[config.mk]
export PLATFORM = sky130hd
export DESIGN_NAME = adaptive_filter_mode_ctrl
export DESIGN_NICKNAME = d
export VERILOG_FILES = /design/src/rtl/adaptive_filter_mode_ctrl.sv
export SDC_FILE = /design/constraint.sdc
export NUM_CORES = 1
export LEC_CHECK = 0
export ABC_AREA = 1
export BUFFER_PORTS_ARGS = -buffer_cell sky130_fd_sc_hd__buf_2
export CORE_ASPECT_RATIO = 1.4
export CORE_MARGIN = 2
export CORE_UTILIZATION = 54
export CTS_BUF_LIST = sky130_fd_sc_hd__clkbuf_4
export DETAILED_ROUTE_END_ITERATION = 7
export PLACE_DENSITY = 0.88
export SLEW_MARGIN = 20
export SYNTH_ARGS = -nofsm -noshare
export SYNTH_HDL_FRONTEND = slang
export SYNTH_SLANG_ARGS = --single-unit
[constraint.sdc]
create_clock -name clk -period 4.25 [get_ports clk]
set_input_delay 0.85 -clock clk [delete_from_list [all_inputs] [get_ports clk]]
set_output_delay 0.85 -clock clk [all_outputs]
set_load 0.01 [all_outputs]
[src/rtl/adaptive_filter_mode_ctrl.sv]
// Mode-switch sequencer for adaptive_filter: back-pressures, drains, flushes and
// re-applies ctrl, then blanks filter output until the new mode's state has refilled.
module adaptive_filter_mode_ctrl #(
  parameter int   DATA_WL        = 14,
  parameter int   DRAIN_CYCLES   = 1,
  parameter int   FLUSH_CYCLES   = 2,
  parameter int   SETTLE_SAMPLES = 10,
  parameter logic INIT_MODE      = 1'b0
) (
  input  logic               clk,
  input  logic               arst_n,
  input  logic               mode_req,
  input  logic               mode_req_valid,
  input  logic [DATA_WL-1:0] s_tdata,
  input  logic               s_tvalid,
  output logic               s_tready,
  output logic [DATA_WL-1:0] f_tdata,
  output logic               f_tvalid,
  output logic               f_ctrl,
  output logic               f_srst,
  input  logic [DATA_WL-1:0] f_m_tdata,
  input  logic               f_m_tvalid,
  output logic [DATA_WL-1:0] m_tdata,
  output logic               m_tvalid,
  output logic               mode,
  output logic               busy,
  output logic [15:0]        switch_cnt
);

  localparam int DW = (DRAIN_CYCLES > 1) ? $clog2(DRAIN_CYCLES) : 1;
  localparam int FW = (FLUSH_CYCLES > 1) ? $clog2(FLUSH_CYCLES) : 1;
  localparam int SW = (SETTLE_SAMPLES > 0) ? $clog2(SETTLE_SAMPLES + 1) : 1;
  localparam logic [DW-1:0] DRAIN_LAST  = DW'((DRAIN_CYCLES > 0) ? DRAIN_CYCLES - 1 : 0);
  localparam logic [FW-1:0] FLUSH_LAST  = FW'((FLUSH_CYCLES > 0) ? FLUSH_CYCLES - 1 : 0);
  localparam logic [SW-1:0] SETTLE_LAST = SW'((SETTLE_SAMPLES > 0) ? SETTLE_SAMPLES - 1 : 0);

  typedef enum logic [1:0] {ST_RUN, ST_DRAIN, ST_FLUSH, ST_SETTLE} state_t;

  state_t        r_state, w_state_nxt;
  logic [DW-1:0] r_drain_cnt, w_drain_cnt_nxt;
  logic [FW-1:0] r_flush_cnt, w_flush_cnt_nxt;
  logic [SW-1:0] r_settle_cnt, w_settle_cnt_nxt;
  logic          r_target, w_target_nxt;
  logic          r_switching, w_switching_nxt;
  logic          r_pend_v, w_pend_v_nxt;
  logic          r_pend_m, w_pend_m_nxt;
  logic          r_f_ctrl, w_ctrl_nxt;
  logic          r_s_tready, r_f_srst, r_blank, r_busy;
  logic [15:0]   r_switch_cnt;
  logic          w_cnt_inc, w_go_run, w_start, w_start_mode;

  always_comb begin
    w_state_nxt      = r_state;
    w_drain_cnt_nxt  = r_drain_cnt;
    w_flush_cnt_nxt  = r_flush_cnt;
    w_settle_cnt_nxt = r_settle_cnt;
    w_target_nxt     = r_target;
    w_switching_nxt  = r_switching;
    w_pend_v_nxt     = r_pend_v;
    w_pend_m_nxt     = r_pend_m;
    w_ctrl_nxt       = r_f_ctrl;
    w_cnt_inc        = 1'b0;
    w_go_run         = 1'b0;
    w_start          = 1'b0;
    w_start_mode     = r_target;

    if (mode_req_valid && (r_state != ST_RUN)) begin
      w_pend_v_nxt = 1'b1;
      w_pend_m_nxt = mode_req;
    end

    case (r_state)
      ST_RUN: begin
        if (mode_req_valid && (mode_req != r_f_ctrl)) begin
          w_start      = 1'b1;
          w_start_mode = mode_req;
        end
      end
      ST_DRAIN: begin
        if (r_drain_cnt == DRAIN_LAST) begin
          w_state_nxt     = ST_FLUSH;
          w_flush_cnt_nxt = '0;
          w_ctrl_nxt      = r_target;
        end else begin
          w_drain_cnt_nxt = r_drain_cnt + 1'b1;
        end
      end
      ST_FLUSH: begin
        if (r_flush_cnt == FLUSH_LAST) begin
          w_cnt_inc       = r_switching;
          w_switching_nxt = 1'b0;
          if (SETTLE_SAMPLES == 0) begin
            w_go_run = 1'b1;
          end else begin
            w_state_nxt      = ST_SETTLE;
            w_settle_cnt_nxt = '0;
          end
        end else begin
          w_flush_cnt_nxt = r_flush_cnt + 1'b1;
        end
      end
      default: begin
        if (f_m_tvalid) begin
          if (r_settle_cnt == SETTLE_LAST) w_go_run = 1'b1;
          else                             w_settle_cnt_nxt = r_settle_cnt + 1'b1;
        end
      end
    endcase

    // A pending request (including one strobed this very cycle) is resolved
    // at the RUN boundary; a differing one goes straight to DRAIN.
    if (w_go_run) begin
      w_state_nxt  = ST_RUN;
      w_pend_v_nxt = 1'b0;
      if (w_pend_v_nxt == 1'b0 && r_pend_v == 1'b0 && !mode_req_valid) begin
        w_start = 1'b0;
      end else if ((mode_req_valid ? mode_req : r_pend_m) != r_f_ctrl) begin
        w_start      = 1'b1;
        w_start_mode = mode_req_valid ? mode_req : r_pend_m;
      end
    end

    if (w_start) begin
      w_target_nxt    = w_start_mode;
      w_switching_nxt = 1'b1;
      if (DRAIN_CYCLES > 0) begin
        w_state_nxt     = ST_DRAIN;
        w_drain_cnt_nxt = '0;
      end else begin
        w_state_nxt     = ST_FLUSH;
        w_flush_cnt_nxt = '0;
        w_ctrl_nxt      = w_start_mode;
      end
    end
  end

  always_ff @(posedge clk or negedge arst_n) begin
    if (!arst_n) begin
      r_state      <= ST_FLUSH;
      r_drain_cnt  <= '0;
      r_flush_cnt  <= '0;
      r_settle_cnt <= '0;
      r_target     <= INIT_MODE;
      r_switching  <= 1'b0;
      r_pend_v     <= 1'b0;
      r_pend_m     <= 1'b0;
      r_f_ctrl     <= INIT_MODE;
      r_s_tready   <= 1'b0;
      r_f_srst     <= 1'b1;
      r_blank      <= 1'b1;
      r_busy       <= 1'b1;
      r_switch_cnt <= '0;
    end else begin
      r_state      <= w_state_nxt;
      r_drain_cnt  <= w_drain_cnt_nxt;
      r_flush_cnt  <= w_flush_cnt_nxt;
      r_settle_cnt <= w_settle_cnt_nxt;
      r_target     <= w_target_nxt;
      r_switching  <= w_switching_nxt;
      r_pend_v     <= w_pend_v_nxt;
      r_pend_m     <= w_pend_m_nxt;
      r_f_ctrl     <= w_ctrl_nxt;
      r_s_tready   <= (w_state_nxt == ST_RUN) || (w_state_nxt == ST_SETTLE);
      r_f_srst     <= (w_state_nxt == ST_FLUSH);
      r_blank      <= (w_state_nxt == ST_FLUSH) || (w_state_nxt == ST_SETTLE);
      r_busy       <= (w_state_nxt != ST_RUN);
      if (w_cnt_inc && (r_switch_cnt != '1)) r_switch_cnt <= r_switch_cnt + 16'd1;
    end
  end

  assign s_tready   = r_s_tready;
  assign f_tdata    = s_tdata;
  assign f_tvalid   = s_tvalid & r_s_tready;
  assign f_ctrl     = r_f_ctrl;
  assign f_srst     = r_f_srst;
  assign m_tdata    = f_m_tdata;
  assign m_tvalid   = f_m_tvalid & ~r_blank;
  assign mode       = r_f_ctrl;
  assign busy       = r_busy;
  assign switch_cnt = r_switch_cnt;

endmodule

==> results.py, run 1 <==
metrics = {
    "timing": {
        "rsz0062_at_grt": "false",
        "max_freq_mhz": 475,
        "slew_viol_final": 0,
        "fin_crit_ns": 2.10,
        "setup_ws_ns": 2.15,
        "hold_viol_final": 0,
        "tns_ns": 0,
        "maxSlewHeadroom": 0.487,
        "period_share": 0.495,
        "fin_skew_ns": 0.0170,
        "worstMarginPinSlew_ns": 0.767,
        "finalSetupViolCount": 0,
    },
    "clock_network": {
        "cts_tree": "built",
        "h-tree-depth": 2,
        "cts_resized": 0,
        "cts_buffers": 5,
        "cts-root-buf": "clkbuf_4",
        "post_cts_buffers": 0,
        "clockBufferDepth": 2,
        "clkTransAtPathRegs_ns": 0.11,
        "clock_sinks": 32,
        "clk_latency_ns": 0.33,
        "cts_hold_buf": 0,
    },
    "cells_and_area": {
        "fin_cells": 321,
        "final_core_util": 0.576,
        "largest_reg_flops": 16,
        "num_antenna_cells": 0,
        "fin_area_um2": 2100,
        "fin_nets": 322,
        "area_growth_pct": 1.70,
        "drive_above_1_share": 0.172,
    },
    "die": {
        "rows": 26,
        "die_w_um": 56.2,
        "design.die.area_um2": 4340,
        "io_pins": 85,
        "core_um2": 3640,
        "initial_utilization": 0.566,
        "die_y_um": 77.1,
    },
    "yosys": {
        "synth_fa_ha_area_frac": 0.0606,
        "synthFlopType": "dfrtp_1",
        "synthArstFlopShare": 1.00,
        "synth_most_common_cell": "nand2_1",
        "synth_common_cells": "nand2_1, buf_4, nor2_1, dfrtp_1, inv_1",
        "yosysWarningCount": 0,
        "synth_compound_area_frac": 0.0600,
        "synth_top_family_by_area": "simple AND/OR/NAND/NOR gates",
        "yosys-top-cells-area": "dfrtp_1, nand2_1, buf_4",
        "synth_cells": 275,
        "synth.avg_cell_area_um2": 7.50,
        "synthSimpleGateAreaFrac": 0.289,
        "synth_xor_area_frac": 0.0340,
        "synth-seq-area-share": 0.391,
        "synthMuxAreaShare": 0,
        "ys_types": 26,
        "ys_ff_latch": 32,
        "netlist.area_leader.share": 0.340,
        "synth_area_leader_cell": "dfrtp_1",
        "synth-edff-count": 0,
        "syn_area_um2": 2060,
        "synth_nets": 319,
    },
    "place": {
        "dp_worst_setup_slack_ns": 2.13,
        "io_buffers": 28,
        "dp_hpwl_mm": 2.89,
        "gp_congestion": 0.828,
        "dp_cells": 313,
        "place_area_um2": 2020,
    },
    "global_routing": {
        "grt_pass1_wl_mm": 6.96,
        "antenna_found_initial": 0,
        "track_usage": 0.203,
        "grt_pass1_vias": 1620,
        "gr-total-overflow": 0,
        "grt_max_degree": 33,
    },
    "outcome": {
        "outcome": "completed",
    },
    "drt": {
        "first_iter_violations": 111,
        "via_per_inst": 5.29,
        "first_pass_iters": 5,
        "routedWlPerCell_um": 12.4,
        "drc": 0,
        "ant_nets": 0,
        "vias": 1697,
        "routed_wirelength_mm": 3.97,
    },
    "setup_path": {
        "cp_max_fo": 11,
        "crit_type": "register to register",
        "cp.required_ns": 4.52,
        "arrival_ns": 2.37,
        "crit_path_end_kind": "register",
        "start_kind": "register",
    },
    "power_and_ir_drop": {
        "power_density_nw_per_um2": 400,
        "vdd_drop_max_uv": 329,
        "power.leakage_uw": 0.00108,
    },
    "run": {
        "max_cap_violations": 0,
    },
    "worst_hold_path": {
        "min_path_type": "register to register",
    },
}
-- cells by family after synthesis --
family | Yosys count
AO/OA/AOI/OAI | 21
XOR/XNOR | 8
adder cells (fa/ha/maj) | 10
buffers and inverters | 60
flip-flops | 32
AND/OR/NAND/NOR | 144
-- final cells by class --
cell class                      instances  area [um^2]
Clock buffer                            6         45.0
Multi-Input combinational cell        183          915
Sequential cell                        32          806
Timing Repair Buffer                   28          140
Clock inverter                          2         35.0
Inverter                               28          105
Tap cell                               42         52.6
Fill cell                             346         1550
-- per-layer routing --
layer / vias up / routed length [um] / GRT usage
met3: 8 / 246 / 0.0556
li1: 838 / - / -
met1: 787 / 1580 / 0.225
met5: - / 0 / 0
met2: 64 / 2080 / 0.356
met4: 0 / 61 / 0.0881
-- stage by stage --
stage	hold slack [ns]	power [uW]
3_3_place_gp	0.466	593
2_1_floorplan	0.447	562
6_report	0.493	838
5_1_grt	0.524	898
3_5_place_dp	0.475	608
4_1_cts	0.501	848
-- power breakdown --
group          switching (uW)  internal [uW]  total (uW)
registers                39.4            353         393
clock network             106            130         236
logic                     127           82.8         210
-- path summary, 6_finish.rpt --
kind,from,endpoint,slack (ns),cells past startpoint
max reg2reg,r_state[0],switch_cnt[7],2.15,8
min,r_target,f_ctrl,0.49,2
min in group asynchronous,arst_n,switch_cnt[15],0.55,1
max,r_state[0],switch_cnt[7],2.15,8
min reg2reg,r_target,f_ctrl,0.49,2
max in group asynchronous,arst_n,r_flush_cnt,3.22,1
-- cells in the final DEF (no fill, tap or decap), types with 5 or more instances in the layout --
master	instances
xnor2_1	5
nand2_1	89
o21ai_0	8
nand4_1	5
ha_1	10
inv_1	28
dfrtp_1	28
nand3_1	13
clkbuf_4	6
nor2_1	29
buf_2	28
-- worst max-delay path: stages (launching register included) --
cell,delay [ns]
dfrtp_1,0.43
inv_1,0.11
ha_1,0.27
nand2_1,0.12
nor2_2,0.21
inv_1,0.06
nor2_1,0.60
nand2_1,0.14
nand2_1,0.10
Note: power is estimated with default switching activity, not from simulation.
==> run 2, diff against run 1 <==
--- a/config.mk
+++ b/config.mk
@@ -9,10 +9,10 @@
 export BUFFER_PORTS_ARGS = -buffer_cell sky130_fd_sc_hd__buf_2
 export CORE_ASPECT_RATIO = 1.4
 export CORE_MARGIN = 2
-export CORE_UTILIZATION = 54
+export CORE_UTILIZATION = 45
 export CTS_BUF_LIST = sky130_fd_sc_hd__clkbuf_4
 export DETAILED_ROUTE_END_ITERATION = 7
-export PLACE_DENSITY = 0.88
+export PLACE_DENSITY = 0.79
 export SLEW_MARGIN = 20
 export SYNTH_ARGS = -nofsm -noshare
 export SYNTH_HDL_FRONTEND = slang
==> constraint.sdc (replaced) <==
create_clock -name clk -period 1.85 [get_ports clk]
set_input_delay 0.37 -clock clk [delete_from_list [all_inputs] [get_ports clk]]
set_output_delay 0.37 -clock clk [all_outputs]
set_load 0.01 [all_outputs]
==> results.py, run 2 (synthesized netlist as in run 1, its figures left out) <==
metrics = {
    "power_and_ir_drop": {
        "pwr-share-comb": 0.299,
        "power_density_nw_per_um2": 909,
        "vdd_drop_max_uv": 643,
        "p_int_uw": 1380,
        "clockPowerShare": 0.264,
        "p_sw_frac": 0.327,
        "power.switching_uw": 670,
        "power.leakage_uw": 0.00113,
        "p_seq_frac": 0.437,
    },
    "setup_path": {
        "crit_path_end_kind": "register",
        "crit_type": "register to register",
        "start_kind": "register",
        "cp_max_fo": 4,
        "cp.required_ns": 2.13,
        "arrival_ns": 2.04,
    },
    "die": {
        "design.die.area_um2": 5150,
        "die_w_um": 61.2,
        "initial_utilization": 0.462,
        "die_y_um": 84.1,
        "core_um2": 4460,
        "rows": 29,
        "io_pins": 85,
    },
    "cells_and_area": {
        "area_growth_pct": 9.22,
        "fin_nets": 331,
        "fillCellCount": 448,
        "fin_cells": 350,
        "drive_above_1_share": 0.243,
        "layout.cells.most_common": "nand2_1",
        "largest_reg_flops": 16,
        "final_cell_mix": "nand2_1, dfrtp_1, buf_2",
        "num_antenna_cells": 0,
    },
    "timing": {
        "fin_crit_ns": 1.76,
        "holdWs_ns": 0.0733,
        "worstMarginPinSlew_ns": 0.714,
        "setup_ws_ns": 0.0855,
        "finalSetupViolCount": 0,
        "fin_skew_ns": 0.0168,
        "maxSlewHeadroom": 0.524,
        "slew_viol_final": 0,
        "period_share": 0.954,
        "hold_viol_final": 0,
        "max_freq_mhz": 567,
    },
    "global_routing": {
        "grtUsageMet3": 0.0388,
        "grt_use_met2": 0.313,
        "track_usage": 0.172,
        "grt_max_degree": 33,
        "grtUsageMet1": 0.183,
        "grt_pass1_vias": 1671,
        "gr-total-overflow": 0,
        "grt.busiest_layer": "met2",
        "grt_pass1_wl_mm": 6.85,
        "antenna_found_initial": 0,
    },
    "clock_network": {
        "clock_sinks": 32,
        "clk_latency_ns": 0.34,
        "h-tree-depth": 2,
        "cts_buffers": 5,
        "cts-root-buf": "clkbuf_4",
        "cts_tree": "built",
        "clockBufferDepth": 2,
        "clkTransAtPathRegs_ns": 0.11,
        "cts_hold_buf": 0,
    },
    "drt": {
        "routedWlPerCell_um": 11.4,
        "drc": 0,
        "ant_nets": 0,
        "first_iter_violations": 118,
        "via_per_inst": 4.79,
        "vias": 1676,
        "first_pass_iters": 4,
        "routed_wirelength_mm": 4.00,
    },
    "outcome": {
        "outcome": "completed",
    },
    "place": {
        "dp_cells": 339,
        "dp_worst_setup_slack_ns": -0.0249,
        "io_buffers": 28,
        "dp_hpwl_mm": 2.93,
        "gp_congestion": 0.798,
    },
    "worst_hold_path": {
        "min_path_type": "input port to async pin",
    },
    "run": {
        "max_cap_violations": 0,
    },
}
-- run 2: repair_timing --
item / in CTS / in global routing
buffers inserted: 0 / 3
resized for setup: 4 / 13
pin swaps: 1 / 4
setup endpoints to repair: 1 / 12
endpoints found under the hold margin: 0 / 0
-- run 2: cell type report --
| cell class | count | area, um^2 | share of cell area |
|---|---|---|---|
| Clock buffer | 6 | 45.0 | 0.0200 |
| Multi-Input combinational cell | 183 | 965 | 0.428 |
| Tap cell | 62 | 77.6 | 0.0344 |
| Sequential cell | 32 | 806 | 0.358 |
| Clock inverter | 2 | 35.0 | 0.0155 |
| Inverter | 28 | 105 | 0.0466 |
| Timing Repair Buffer | 37 | 220 | 0.0977 |
-- run 2: power by group through the flow --
| stage | clock [uW] | combinational, uW | sequential [uW] |
|---|---|---|---|
| 5_1_grt | 593 | 701 | 911 |
| 3_3_place_gp | 0 | 476 | 898 |
| 4_1_cts | 553 | 539 | 894 |
| 6_report | 541 | 612 | 895 |
| 2_1_floorplan | 0 | 375 | 917 |
| 3_5_place_dp | 0 | 506 | 905 |
-- run 2: path summary, 6_finish.rpt --
kind | start | end | slack [ns] | cells after the start
setup reg to reg | r_state[1] | r_blank | 0.09 | 9
hold reg to reg | r_target | f_ctrl | 0.50 | 2
max in group asynchronous | arst_n | f_ctrl | 1.30 | 1
min in group clk | mode_req_valid | r_pend_m | 0.33 | 2
hold / removal | arst_n | switch_cnt[4] | 0.07 | 1
setup / recovery | r_state[1] | r_blank | 0.09 | 9
-- run 2: layer usage --
layer	routed length, um	part of all wire
met5	0	0
met4	43	0.011
met3	223	0.056
met2	2200	0.55
met1	1540	0.38
-- run 2: stage by stage --
step,setup TNS (ns),cell area [um^2],util,power [uW]
2_1_floorplan,0,2060,-,1290
3_3_place_gp,0,2100,0.471,1370
3_5_place_dp,-0.0249,2100,0.471,1410
4_1_cts,0,2200,0.493,1990
5_1_grt,-0.0168,2250,0.505,2200
6_report,0,2250,0.505,2050
-- run 2: worst max-delay path: stages, from the launching register on --
cell,delay (ns)
dfstp_2,0.57
inv_2,0.06
ha_4,0.27
o211ai_1,0.09
o21ai_1,0.09
nand2_1,0.10
inv_2,0.08
nor2_4,0.04
ha_2,0.18
or2_4,0.23
